--- config.mk ---
export PLATFORM = sky130hd
export DESIGN_NAME = udiv32_nonrestoring
export DESIGN_NICKNAME = d
export VERILOG_FILES = /design/src/rtl/div_pkg.sv /design/src/rtl/addsub_cla33.sv /design/src/rtl/udiv32_nonrestoring.sv
export SDC_FILE = /design/constraint.sdc
export NUM_CORES = 1
export LEC_CHECK = 0
export BUFFER_PORTS_ARGS = -buffer_cell sky130_fd_sc_hd__buf_2
export CORE_MARGIN = 3
export CORE_UTILIZATION = 52
export CTS_CLUSTER_SIZE = 40
export DETAILED_ROUTE_END_ITERATION = 16
export GPL_TIMING_DRIVEN = 0
export PLACE_DENSITY = 0.77
export SKIP_LAST_GASP = 1
export SYNTH_ARGS = -nofsm -noshare
export SYNTH_HDL_FRONTEND = slang
export SYNTH_SLANG_ARGS = --single-unit
--- constraint.sdc ---
create_clock -name clk -period 3.9 [get_ports clk]
set_input_delay 0.195 -clock clk [delete_from_list [all_inputs] [get_ports clk]]
set_output_delay 0.195 -clock clk [all_outputs]
set_load 0.1 [all_outputs]
--- src/rtl/div_pkg.sv ---
// Shared constants, state encoding and the 4-bit carry-lookahead block
// used by the unsigned divider datapath.
package div_pkg;

  localparam int DIV_WIDTH = 32;
  localparam int CNT_W     = $clog2(DIV_WIDTH) + 1;

  typedef enum logic [1:0] {
    IDLE = 2'd0,
    ITER = 2'd1,
    FIX  = 2'd2
  } div_state_t;

  // Carries out of bits 0..3 of a 4-bit group, all computed from the group carry-in.
  function automatic logic [3:0] cla4_carry(input logic [3:0] g,
                                            input logic [3:0] p,
                                            input logic       c0);
    logic [3:0] c;
    c[0] = g[0] | (p[0] & c0);
    c[1] = g[1] | (p[1] & g[0]) | (p[1] & p[0] & c0);
    c[2] = g[2] | (p[2] & g[1]) | (p[2] & p[1] & g[0]) | (p[2] & p[1] & p[0] & c0);
    c[3] = g[3] | (p[3] & g[2]) | (p[3] & p[2] & g[1]) | (p[3] & p[2] & p[1] & g[0])
         | (p[3] & p[2] & p[1] & p[0] & c0);
    return c;
  endfunction

endpackage

--- src/rtl/addsub_cla33.sv ---
// WIDTH+1-bit add/subtract built from 4-bit CLA groups; subtract inverts y
// and injects a carry-in of 1. WIDTH must be a multiple of 4.
module addsub_cla33
  import div_pkg::*;
#(
  parameter int WIDTH = DIV_WIDTH
) (
  input  logic [WIDTH:0] x,
  input  logic [WIDTH:0] y,
  input  logic           sub,
  output logic [WIDTH:0] s
);

  logic [WIDTH:0] w_y;
  logic [WIDTH:0] w_p;
  logic [WIDTH:0] w_g;
  logic [WIDTH:0] w_c;

  assign w_y    = y ^ {(WIDTH + 1){sub}};
  assign w_p    = x ^ w_y;
  assign w_g    = x & w_y;
  assign w_c[0] = sub;

  // Group k produces the carries into bits 4k+1..4k+4; the last one feeds the sign bit.
  for (genvar gi = 0; gi < WIDTH / 4; gi++) begin : g_cla
    assign w_c[4*gi+4 : 4*gi+1] = cla4_carry(w_g[4*gi +: 4], w_p[4*gi +: 4], w_c[4*gi]);
  end

  assign s = w_p ^ w_c;

endmodule

--- src/rtl/udiv32_nonrestoring.sv ---
// Multicycle unsigned divider: one non-restoring quotient bit per clock,
// a single remainder-correction cycle, and a b==0 fast path.
module udiv32_nonrestoring
  import div_pkg::*;
#(
  parameter int WIDTH = DIV_WIDTH
) (
  input  logic             clk,
  input  logic             rst,
  input  logic             start,
  input  logic [WIDTH-1:0] a,
  input  logic [WIDTH-1:0] b,
  output logic [WIDTH-1:0] q,
  output logic [WIDTH-1:0] r,
  output logic             busy,
  output logic             ready,
  output logic             div_by_zero
);

  localparam logic [CNT_W-1:0] LAST_STEP = CNT_W'(WIDTH - 1);

  div_state_t       r_state;
  logic [WIDTH:0]   r_rem;    // two's-complement partial remainder, bit WIDTH is the sign
  logic [WIDTH-1:0] r_quo;
  logic [WIDTH-1:0] r_dvs;
  logic [CNT_W-1:0] r_cnt;

  logic [WIDTH:0]   w_x;
  logic [WIDTH:0]   w_y;
  logic             w_sub;
  logic [WIDTH:0]   w_sum;
  logic [WIDTH-1:0] w_fix_r;

  // NOTE: every always_comb output gets a default first so no path can infer a latch.
  always_comb begin
    w_x   = {r_rem[WIDTH-1:0], r_quo[WIDTH-1]};
    w_sub = ~r_rem[WIDTH];
    if (r_state == FIX) begin
      w_x   = r_rem;
      w_sub = 1'b0;
    end
  end

  assign w_y     = {1'b0, r_dvs};
  assign w_fix_r = r_rem[WIDTH] ? w_sum[WIDTH-1:0] : r_rem[WIDTH-1:0];

  addsub_cla33 #(.WIDTH(WIDTH)) u_addsub (
    .x   (w_x),
    .y   (w_y),
    .sub (w_sub),
    .s   (w_sum)
  );

  // NOTE: sequential state uses non-blocking assignments so every register samples pre-edge values.
  always_ff @(posedge clk) begin
    if (rst) begin
      r_state     <= IDLE;
      r_rem       <= '0;
      r_quo       <= '0;
      r_dvs       <= '0;
      r_cnt       <= '0;
      q           <= '0;
      r           <= '0;
      busy        <= 1'b0;
      ready       <= 1'b0;
      div_by_zero <= 1'b0;
    end else begin
      ready <= 1'b0;
      unique case (r_state)
        IDLE: begin
          if (start) begin
            if (b != '0) begin
              r_quo   <= a;
              r_dvs   <= b;
              r_rem   <= '0;
              r_cnt   <= '0;
              busy    <= 1'b1;
              r_state <= ITER;
            end else begin
              q           <= '1;
              r           <= a;
              div_by_zero <= 1'b1;
              ready       <= 1'b1;
            end
          end
        end
        ITER: begin
          r_rem <= w_sum;
          r_quo <= {r_quo[WIDTH-2:0], ~w_sum[WIDTH]};
          r_cnt <= r_cnt + CNT_W'(1);
          if (r_cnt == LAST_STEP) r_state <= FIX;
        end
        FIX: begin
          if (r_rem[WIDTH]) r_rem <= w_sum;
          q           <= r_quo;
          r           <= w_fix_r;
          div_by_zero <= 1'b0;
          ready       <= 1'b1;
          busy        <= 1'b0;
          r_state     <= IDLE;
        end
        default: r_state <= IDLE;
      endcase
    end
  end

endmodule

==> results_dict.tcl <==
set metrics [dict create \
    detail-route-antenna-nets 0 \
    crit_family "adder cells" \
    netlist_area_mm2 0.00923 \
    row_count 48 \
    cpPeakStageDelay_ns 0.38 \
    firstDrtPassIters 6 \
    numCtsBuffers 17 \
    synth_top_area_share_pct 37.3 \
    yosysSeqAreaShare_pct 37.3 \
    clock_sinks 172 \
    grt_pass1_vias 8924 \
    via_per_inst 6.03 \
    min_period_ns 4.11 \
    die_x_um 139 \
    hold_viol_final 0 \
    grt_max_degree 20 \
    cts_tree "yes" \
    rsz0062_at_grt "yes" \
    track_usage_pct 30.4 \
    dp.final_hpwl_um 21500 \
    antenna_found_initial 0 \
    period_share_pct 105 \
    clk_pin_slew_ns 0.08 \
    synth_ff_type "dfxtp_1" \
    start_kind "flip-flop" \
    fp.dieH_um 139 \
    slew_viol_final 0 \
    ys_ff_latch 172 \
    insertion_delay_ns 0.45 \
    hold_path_class "primary input to flip-flop" \
    end_kind "flip-flop" \
    nFillCells 1331 \
    port_buffers 133 \
    diodes 0 \
    status "complete, but fails checks" \
    routabilityCongestion 0.972 \
    grt_pass1_wl_um 47300 \
    synthTopCellsByCount "203 x nor2_1, 172 x dfxtp_1, 96 x nand2_1" \
    gr-total-overflow 0 \
    max-cap-violations 0 \
    maxSlewHeadroom_pct 31.7 \
    syn-instance-count 1111 \
    violations "negative setup slack" \
    dpl-instance-area_mm2 0.0103 \
    synth_most_common_cell "nor2_1" \
    finClkSkew_ns 0.0119 \
    cts_root_buf "clkbuf_16" \
    seqCellArea_mm2 0.00345 \
    worstSetupPathType "flip-flop to flip-flop" \
    cp.arrival_ns 4.50 \
    vdd_drop_max_uv 440 \
    synthTopCellsByArea "dfxtp_1 37%, nor2_1 8.3%, mux2i_1 5.9%" \
    synth_edf_count 0 \
    syn-num-nets 1222 \
    cts_max_path_buffers 2 \
    critPathRequiredTime_ns 4.29 \
    setup_ws_ns -0.209 \
    crit_chain "inv_2, ha_4, clkbuf_16, clkbuf_16, mux2_2, ha_4, nand4_1, nor2_2, nand4_1, buf_4, a2111oi_4, or3_4, a21oi_2, fa_2, xnor2_2, mux2i_2, a211oi_2, a21oi_1, nor2_1" \
    synth_area_leader_cell "dfxtp_1" \
    vias 9363 \
    final_cell_area_mm2 0.0120 \
    drcViolationCount 0 \
    drive_above_1_share_pct 25.5 \
    synthArstFlopShare_pct 0 \
    htree_levels 4 \
    crit_fanout 6 \
    start_util_pct 53.2 \
    critical_path_buf_inv_count 4 \
    nNetsFinal 1427 \
    tightestPinTransition_ns 1.02 \
    crit_slowest_cell "fa_2" \
    ios 134 \
    powerDensity_mw_per_mm2 506 \
    detail_route.wl_per_cell_um 20.4 \
    synth.distinct_cells 62 \
    dp.cells 1469 \
    syn_to_final_growth_pct 30.4 \
    final_cells 1554 \
    multi_input_area_mm2 0.00601 \
    yosys_warnings 0 \
    dr.first_iter.drc_count 832 \
    synth.avg_cell_area_um2 8.31 \
    leakage_uw 0.00490 \
    drt_wl_total_um 31600 \
    dieArea_mm2 0.0194 \
    fmax_mhz 243 \
    coreArea_mm2 0.0174 \
    setup_violations 8 \
]
[power by group]
part | total (µW) | internal [µW] | switching, µW
Clock | 1710 | 866 | 848
Combinational | 2360 | 883 | 1470
Sequential | 2020 | 1900 | 122
Total | 6090 | 3650 | 2440
[stage by stage]
step                      worst slack (ns)  hold WS [ns]  power [µW]  setup TNS, ns  utilization (%)
after floorplan                   0.000338         0.331        3480              0                -
after global placement              -0.566         0.441        3890          -4.06             59.6
after detailed placement            -0.638         0.451        3920          -5.43             59.6
after CTS                          -0.0943      0.000893        5860         -0.167             67.5
after global routing                -0.313        0.0123        6330          -1.53             69.3
final                               -0.209      0.000911        6090         -0.709             69.3
[cell usage in the layout, fill, tap and decap left out, drive strengths merged, types with 32 or more instances in the layout]
master,count
dfxtp,172
nor2,203
a211oi,56
mux2,32
nor3,39
mux2i,54
clkbuf,85
buf,182
nand2,96
inv,36
ha,37
a21oi,94
xor2,46
[worst register-to-register path, cell delays in order (launching register included)]
cell       delay, ns
dfxtp_2         0.34
inv_2           0.07
ha_4            0.21
clkbuf_16       0.19
clkbuf_16       0.16
mux2_2          0.37
ha_4            0.30
nand4_1         0.14
nor2_2          0.17
nand4_1         0.13
buf_4           0.17
a2111oi_4       0.35
or3_4           0.22
a21oi_2         0.06
fa_2            0.38
xnor2_2         0.21
mux2i_2         0.12
a211oi_2        0.29
a21oi_1         0.07
nor2_1          0.10
[final timing paths]
check                                start        end  slack [ns]  cells past startpoint
worst max-delay path            r_state[0]      r[29]       -0.21                     19
worst min-delay path                 b[26]  r_dvs[26]      0.0009                      3
worst max register to register  r_state[0]      r[29]       -0.21                     19
worst min register to register       r[23]      r[23]        0.46                      2
[sequential cells by signal (all words and copies together) (netlist names)]
signal and count:
r_rem 33, ready 1, q 32, r_cnt 6, r_state 2, busy 1, r 32, div_by_zero 1
r_quo 32, r_dvs 32
[area by class of cell]
cell class	count	area share, %
multi-input cells	835	50.0
clock buffers	18	3.57
repair buffers	188	9.43
flip-flops and latches	172	28.6
inverters	29	0.904
clock inverters	14	1.37
well taps	225	2.34
plain buffers	73	3.80
[what timing repair did]
action,4_1_cts,5_1_grt
pin swaps,29,24
endpoints found under the setup margin,25,19
gates cloned,2,0
gates resized for setup,71,41
setup buffers,28,13
hold endpoints to repair,12,0
hold buffers,12,0
[metal layers]
layer	track usage [%]	share of wire (%)
met5	0	0
met4	14.2	4.3
met3	6.36	9.8
met2	49.5	47
met1	38.6	39
[cell families after synthesis]
| logic type | count (synthesis) | synth area share [%] |
|---|---|---|
| xor gates and xnor gates | 55 | 5.22 |
| buffers and inverters | 104 | 4.32 |
| DFF | 172 | 37.3 |
| and+or+nand+nor | 406 | 19.2 |
| muxes | 86 | 9.76 |
| AOI/OAI and AO/OA | 244 | 17.6 |
| adders and majority gates | 44 | 6.53 |
Note: power is estimated with default switching activity, not from simulation.
